[src/rtl/hog_frame_ctrl.sv]
// hog_frame_ctrl: frame sequencer in front of a HOG window pipeline.
// Gates camera pixels into the pipeline for one frame, tracks the raster
// position of the next accepted pixel, counts detection windows leaving the
// pipeline, and reports completion once all expected windows have appeared.
// Optional feature macro: HOG_CTRL_TIMEOUT_EN -- when defined, a DRAIN that
// stays silent for DRAIN_TIMEOUT cycles is forced to complete and flags
// timeout_err.
module hog_frame_ctrl #(
  parameter int DATA_WIDTH        = 8,
  parameter int IMAGE_WIDTH       = 640,
  parameter int IMAGE_HEIGHT      = 480,
  parameter int WINDOWS_PER_FRAME = 4096,
  parameter int DRAIN_TIMEOUT     = 65535
) (
  input  logic                  clk,
  input  logic                  rst,
  input  logic                  start,
  input  logic                  abort,
  input  logic                  src_valid,
  input  logic [DATA_WIDTH-1:0] src_pixel,
  output logic                  src_ready,
  output logic                  pix_valid,
  output logic [DATA_WIDTH-1:0] pix_data,
  input  logic                  pix_ready,
  input  logic                  win_valid,
  input  logic                  win_ready,
  output logic                  busy,
  output logic                  frame_done,
  output logic                  timeout_err,
  output logic [15:0]           col,
  output logic [15:0]           row,
  output logic [15:0]           win_count
);

  typedef enum logic [1:0] {
    S_IDLE   = 2'd0,
    S_STREAM = 2'd1,
    S_DRAIN  = 2'd2,
    S_DONE   = 2'd3
  } state_t;

  localparam logic [15:0] LP_COL_LAST = 16'(IMAGE_WIDTH - 1);
  localparam logic [15:0] LP_ROW_LAST = 16'(IMAGE_HEIGHT - 1);
  localparam logic [15:0] LP_ROW_END  = 16'(IMAGE_HEIGHT);
  localparam logic [15:0] LP_WIN_MAX  = 16'(WINDOWS_PER_FRAME);
  localparam logic [15:0] LP_TO_MAX   = 16'(DRAIN_TIMEOUT);

  state_t      r_state;
  logic        r_busy;
  logic        r_frame_done;
  logic [15:0] r_col;
  logic [15:0] r_row;
  logic [15:0] r_win_count;

  logic w_in_stream;
  logic w_beat;
  logic w_win_hs;
  logic w_win_full;
  logic w_last_col;
  logic w_last_row;
  logic w_to_hit;

  assign w_in_stream = (r_state == S_STREAM);
  assign w_beat      = w_in_stream & src_valid & pix_ready;
  assign w_win_hs    = win_valid & win_ready & ((r_state == S_STREAM) | (r_state == S_DRAIN));
  assign w_win_full  = (r_win_count == LP_WIN_MAX);
  assign w_last_col  = (r_col == LP_COL_LAST);
  assign w_last_row  = (r_row == LP_ROW_LAST);

  // Pixel path is a pure pass-through, only the handshake is gated by state
  assign pix_data  = src_pixel;
  assign pix_valid = w_in_stream & src_valid;
  assign src_ready = w_in_stream & pix_ready;

  assign busy       = r_busy;
  assign frame_done = r_frame_done;
  assign col        = r_col;
  assign row        = r_row;
  assign win_count  = r_win_count;

`ifdef HOG_CTRL_TIMEOUT_EN
  logic [15:0] r_to_cnt;
  logic        r_timeout_err;

  // The silent-cycle count is fired one edge early so DONE lands exactly
  // DRAIN_TIMEOUT cycles after the last window (or after DRAIN entry)
  assign w_to_hit    = (r_state == S_DRAIN) & ~w_win_hs & ((r_to_cnt + 16'd1) == LP_TO_MAX);
  assign timeout_err = r_timeout_err;

  // Silent-cycle counter: held at zero outside DRAIN, restarted by every window
  always_ff @(posedge clk or negedge rst) begin
    if (!rst) begin
      r_to_cnt <= 16'd0;
    end else if ((r_state != S_DRAIN) || w_win_hs) begin
      r_to_cnt <= 16'd0;
    end else begin
      r_to_cnt <= r_to_cnt + 16'd1;
    end
  end

  // Sticky timeout flag: set on a forced completion, cleared by an accepted start
  always_ff @(posedge clk or negedge rst) begin
    if (!rst) begin
      r_timeout_err <= 1'b0;
    end else if ((r_state == S_IDLE) && start && !abort) begin
      r_timeout_err <= 1'b0;
    end else if (w_to_hit && !abort && !w_win_full) begin
      r_timeout_err <= 1'b1;
    end
  end
`else
  logic w_unused_timeout;

  assign w_unused_timeout = ^LP_TO_MAX;
  assign w_to_hit         = 1'b0;
  assign timeout_err      = 1'b0;
`endif

  // Frame sequencer with raster position and window bookkeeping
  always_ff @(posedge clk or negedge rst) begin
    if (!rst) begin
      r_state      <= S_IDLE;
      r_busy       <= 1'b0;
      r_frame_done <= 1'b0;
      r_col        <= 16'd0;
      r_row        <= 16'd0;
      r_win_count  <= 16'd0;
    end else begin
      r_frame_done <= 1'b0;
      case (r_state)
        S_IDLE: begin
          if (start && !abort) begin
            r_state     <= S_STREAM;
            r_busy      <= 1'b1;
            r_col       <= 16'd0;
            r_row       <= 16'd0;
            r_win_count <= 16'd0;
          end
        end

        S_STREAM: begin
          if (abort) begin
            r_state <= S_IDLE;
            r_busy  <= 1'b0;
          end else begin
            if (w_win_hs && !w_win_full) begin
              r_win_count <= r_win_count + 16'd1;
            end
            if (w_beat) begin
              if (w_last_col) begin
                r_col <= 16'd0;
                if (w_last_row) begin
                  // Row parks one past the last line for the rest of the frame
                  r_row   <= LP_ROW_END;
                  r_state <= S_DRAIN;
                end else begin
                  r_row <= r_row + 16'd1;
                end
              end else begin
                r_col <= r_col + 16'd1;
              end
            end
          end
        end

        S_DRAIN: begin
          if (abort) begin
            r_state <= S_IDLE;
            r_busy  <= 1'b0;
          end else if (w_win_full || w_to_hit) begin
            r_state      <= S_DONE;
            r_frame_done <= 1'b1;
          end else if (w_win_hs) begin
            r_win_count <= r_win_count + 16'd1;
          end
        end

        S_DONE: begin
          r_state <= S_IDLE;
          r_busy  <= 1'b0;
        end

        default: begin
          r_state <= S_IDLE;
          r_busy  <= 1'b0;
        end
      endcase
    end
  end

endmodule

[config.mk]
export PLATFORM = sky130hd
export DESIGN_NAME = hog_frame_ctrl
export DESIGN_NICKNAME = d
export VERILOG_FILES = /design/src/rtl/hog_frame_ctrl.sv
export SDC_FILE = /design/constraint.sdc
export NUM_CORES = 1
export LEC_CHECK = 0
export ABC_AREA = 0
export CORE_MARGIN = 2
export CORE_UTILIZATION = 45
export DETAILED_ROUTE_END_ITERATION = 12
export PLACE_DENSITY = 0.76
export SYNTH_ARGS = -nofsm -noshare
export SYNTH_HDL_FRONTEND = slang
export SYNTH_SLANG_ARGS = --single-unit
[constraint.sdc]
create_clock -name clk -period 2.4 [get_ports clk]
set_clock_uncertainty 0.2 [all_clocks]
set_input_delay 0.72 -clock clk [delete_from_list [all_inputs] [get_ports clk]]
set_output_delay 0.72 -clock clk [all_outputs]
set_load 0.1 [all_outputs]
Word-level counts from Yosys, hierarchy flattened
Index checks and enable logic that the tools add are counted.

storage, ports and cells
  register bits = 52
  bits of input ports = 16
  output and inout bits = 61
  word-level logic and storage cells = 77

operators by class
  $add $sub $neg = 3
  equality and inequality tests = 19
  muxes and demuxes = 30
  bitwise gates (word level) = 6
  reduce and logical (&&, ||, !) cells = 13

operators with widths
  cell                     number
  $mux W16                 13
  $pmux W16 S2             2
  $add A16 B1 Y16 const B  3
  $pmux W16 S3             1
  $eq A16 B10 Y1 const B   1
  $eq A16 B13 Y1 const B   1
  $eq A16 B9 Y1 const B    1
  $mux W2                  7
  $ne A2 B2 Y1 const B     5
  $reduce_and A5 Y1        2
  $ne A3 B2 Y1 const B     3
  $ne A2 B1 Y1 const B     4
  $pmux W2 S4              1
  $reduce_and A7 Y1        1
  $and A1 B1 Y1            5
  $mux W1                  5
  $eq A2 B2 Y1 const B     2
  $reduce_and A4 Y1        1
  $ne A3 B3 Y1 const B     1
  $pmux W1 S3              1
  $reduce_bool A3 Y1       1
  $eq A2 B1 Y1 const B     1
  $logic_and A1 B1 Y1      2
  $logic_not A1 Y1         2
  5 further kinds          5

Logic depth before layout (Yosys ltp)
  depth in word-level cells = 7
  depth in mapped cells = 10
  gate-level depth less buffers = 7

Worst setup path before layout
OpenSTA, ideal clock, no wires.

  kind = flip-flop to flip-flop
  start = register r_col[0], in the netlist col[0]
  end = register r_state[1]
  library setup time = 0.125 ns
  data arrival time = 2.715 ns
  data required time = 2.075 ns
  setup slack = -0.640 ns
  stages on the path, launching flop included = 7
  path buffers = 0
  period minus slack after synthesis = 3.040 ns
  cell sequence = dfrtp_1 ha_1 nand4bb_1 or4_4 o311ai_4 nand2_2 mux2_4

on the way
  word-level cells in the longest chain between the ends = 3

RTL lines
  element                      RTL line  text
  start, declared              51        logic [15:0] r_col;
  start signal, assigned       160       r_col <= r_col + 16'd1;
  $eq A16 B10 Y1               67        assign w_last_col = (r_col == LP_COL_LAST);
  $ne A3 B2 Y1 (no line)       -
  $reduce_and A5 Y1 (no line)  -
  end signal, assigned         122       r_state <= S_IDLE;
  end signal, assigned         133       r_state <= S_STREAM;
  end signal, assigned         143       r_state <= S_IDLE;
  end, declared                48        state_t r_state;

No other way between the ends.
A chain may end at the register's enable or synchronous reset.

Worst setup path after layout
  start = register r_col[7], in the netlist col[7]
  end = register r_row[2], in the netlist row[2]

on the way
  word-level cells in the longest chain between the ends = 3

RTL lines
  element                      RTL line  text
  $eq A16 B10 Y1               67
  $ne A2 B1 Y1 (no line)       -
  $reduce_and A5 Y1 (no line)  -
  end signal, assigned         157       r_row <= r_row + 16'd1;
  end, declared                52        logic [15:0] r_row;

No other way between the ends.

==> reports/results.ini <==
[drt]
drtIter0Drc = 357
firstDrtPassIters = 5
vias_per_cell = 6.07
wl_um = 10200
vias = 3392
wl_per_cell_um = 18.2
drc = 0
ant_nets = 0

[timing]
finalHoldViolations = 0
period_needed_ns = 2.58
setup_ws_ns = -0.176
setup_viol = 27
slew_viol_final = 0
worstMarginPinSlew_ns = 0.672
fin_crit_sh_pct = 107
slew_headroom_pct = 54.8
rsz0062_at_grt = true
max_freq_ghz = 0.388

[clock_tree]
cts_root_buf = clkbuf_8
clock_sinks = 52
clk_latency_ns = 0.31
h-tree-depth = 2
cts_tree = built
ctsLongestPathBuffers = 2
cts_buffers = 5
cts.clk_slew.worst_paths_ns = 0.09

[place]
dp_slack_ns = -0.585
hpwl_um = 6780
io_buffers = 59
place.gp.congestion = 0.922

[synth]
syn_area_um2 = 3230
ys_async_sr_fraction_pct = 100
synth_area_leaders = dfrtp_1, nand3_1, o21ai_0
synthTopCellsByCount = dfrtp_1, nand2_1, nor2_1, nand3_1, o21ai_0
synth_edf_count = 0
synth-main-ff-cell = dfrtp_1
synth_area_per_cell_um2 = 9.05
synth-seq-cells = 52
synth.yosys.warnings = 0
yosys.area.top_type = dfrtp_1
syn_nets = 382
synth_top_area_share_pct = 40.3
ys_types = 62
yosysMostFrequentCell = dfrtp_1
syn_inst = 357
ys_seq_area_share_pct = 40.3

[grt]
grt_max_degree = 53
grt_pass1_vias = 3277
overflow = 0
grt_usage_pct = 25.4
antenna_found_initial = 0
grt_pass1_wl_um = 15800

[worst_hold_path]
hold_class = input port to async pin

[setup_path]
cp_max_fo = 5
r2r_end = row[2]
arrival_ns = 2.61
r2r_start = col[7]
start_kind = flip-flop
critical_path.max_stage_delay_ns = 0.55
cp_slowest_cell = or4_4
crit_cells = 7
critPathTopFamily = simple AND/OR/NAND/NOR gates
rrSetupSlack_ns = -0.18
critPathRequiredTime_ns = 2.44
critPathCapture = row[2]
reg2regPathDepth = 7
crit_chain = or4_4 > or4_4 > nor4b_4 > buf_4 > buf_4 > nand2_2 > o21ai_1
crit_type = flip-flop to flip-flop
critPathCaptureType = flip-flop
critPathBufInv = 2
startpoint = col[7]

[floorplanning]
io_pins = 77
num_rows = 30
coreArea_um2 = 6870
die_x_um = 88.7
initial_core_util_pct = 47.0
dieArea_um2 = 7870
fp.dieH_um = 88.7

[power_and_ir_drop]
vdd_drop_max_mv = 0.659
pwr_density_cell_nw_per_um2 = 769
p_leak_uw = 0.00206

[status]
status = finished, violations left
violations = setup timing

[cells_and_area]
multiInputGateArea_um2 = 1860
fillers = 450
area_growth_pct = 59.8
n_antenna_cell = 0
final_util_pct = 75.2
regArea_um2 = 1390
drive_gt1_share_pct = 43.2
fin_nets = 487

[run]
max-cap-violations = 0

[layer usage]
| metal | GRT usage (%) | part of all wire (%) |
|---|---|---|
| met1 | 33.0 | 40 |
| met3 | 4.48 | 6.2 |
| met4 | 10.6 | 2.7 |
| met2 | 41.7 | 51 |
| met5 | 0 | 0 |
[through the flow]
| step | power (uW) | area, um^2 | hold slack (ns) | TNS, ns | cells |
|---|---|---|---|---|---|
| after global placement | 3140 | 4850 | 0.340 | -15.55 | 539 |
| after floorplan | 2450 | 3350 | 0.224 | -1.01 | 357 |
| final | 3970 | 5160 | 0.172 | -1.76 | 559 |
| after global routing | 4170 | 5160 | 0.191 | -3.87 | 559 |
| after detailed placement | 3210 | 4850 | 0.352 | -17.15 | 539 |
| after CTS | 3810 | 5010 | 0.202 | -0.344 | 550 |
[power by group]
| group | leakage [uW] | internal [uW] | switching (uW) |
|---|---|---|---|
| clock | 0.0000455 | 236 | 287 |
| sequential | 0.000643 | 971 | 112 |
| combinational | 0.00137 | 960 | 1410 |
| total | 0.00206 | 2170 | 1810 |
[cell type report]
class,instances,share of cell area [%]
Sequential cell,52,26.9
Tap cell,96,2.33
Timing Repair Buffer,124,32.2
Inverter,12,0.873
Clock buffer,8,1.75
Multi-Input combinational cell,267,36.0
[logic make-up (layout without fill, tap and decap cells)]
| family | count (synthesis) | count (layout) | share of synthesized area, % |
|---|---|---|---|
| AND/OR/NAND/NOR | 155 | 155 | 27.2 |
| AO/OA/AOI/OAI | 86 | 86 | 18.2 |
| flip-flops | 52 | 52 | 40.3 |
| buffers and inverters | 38 | 144 | 6.12 |
| XOR/XNOR | 13 | 13 | 3.52 |
| adder cells (fa/ha/maj) | 9 | 9 | 3.49 |
| multiplexers | 3 | 3 | 1.12 |
| other | 1 | 1 | 0.116 |
[what timing repair did]
| item | 4_1_cts | 5_1_grt |
|---|---|---|
| setup endpoints to repair | 37 | 38 |
| gates cloned | 0 | 2 |
| hold buffers | 0 | 0 |
| pin swaps | 4 | 12 |
| gates resized for setup | 18 | 13 |
| setup buffers | 3 | 8 |
[placed cells by master (no fill, tap or decap), types with 3 or more instances in the layout]
cell type       n
dfrtp_2        27
nand2_1        28
dfrtp_4        14
a31oi_1        11
buf_6           5
clkbuf_8        6
nand3_1        24
and3_1          7
nand2b_1        7
nor3_1          8
a41oi_1         4
xnor2_1        13
buf_4          56
o21ai_0        21
nor4b_1         3
a21oi_1        11
inv_1           9
and2_1          4
buf_12         55
dfrtp_1        11
dlygate4sd2_1   4
o31ai_1         8
ha_1            6
o41ai_1         6
o211ai_1        4
nand4_1        10
nor2_1         24
or4_1           5
o21ai_1         3
nor4_1         10
[how the worst min path moves through the flow]
stage               cells after the start         start           end  slack [ns]
finish                                  2           rst       row[11]        0.17
CTS                                     2           rst       row[11]        0.20
global placement                        1  win_count[6]  win_count[6]        0.34
global route                            2           rst       row[11]        0.19
floorplan                               0           rst          busy        0.22
detailed placement                      1        col[6]        col[6]        0.35
[state kept, by name, summed over array words and instances, names as in the netlist]
register    cells
busy            1
col            16
frame_done      1
r_state         2
row            16
win_count      16
Power figures use the tool's default switching activity.
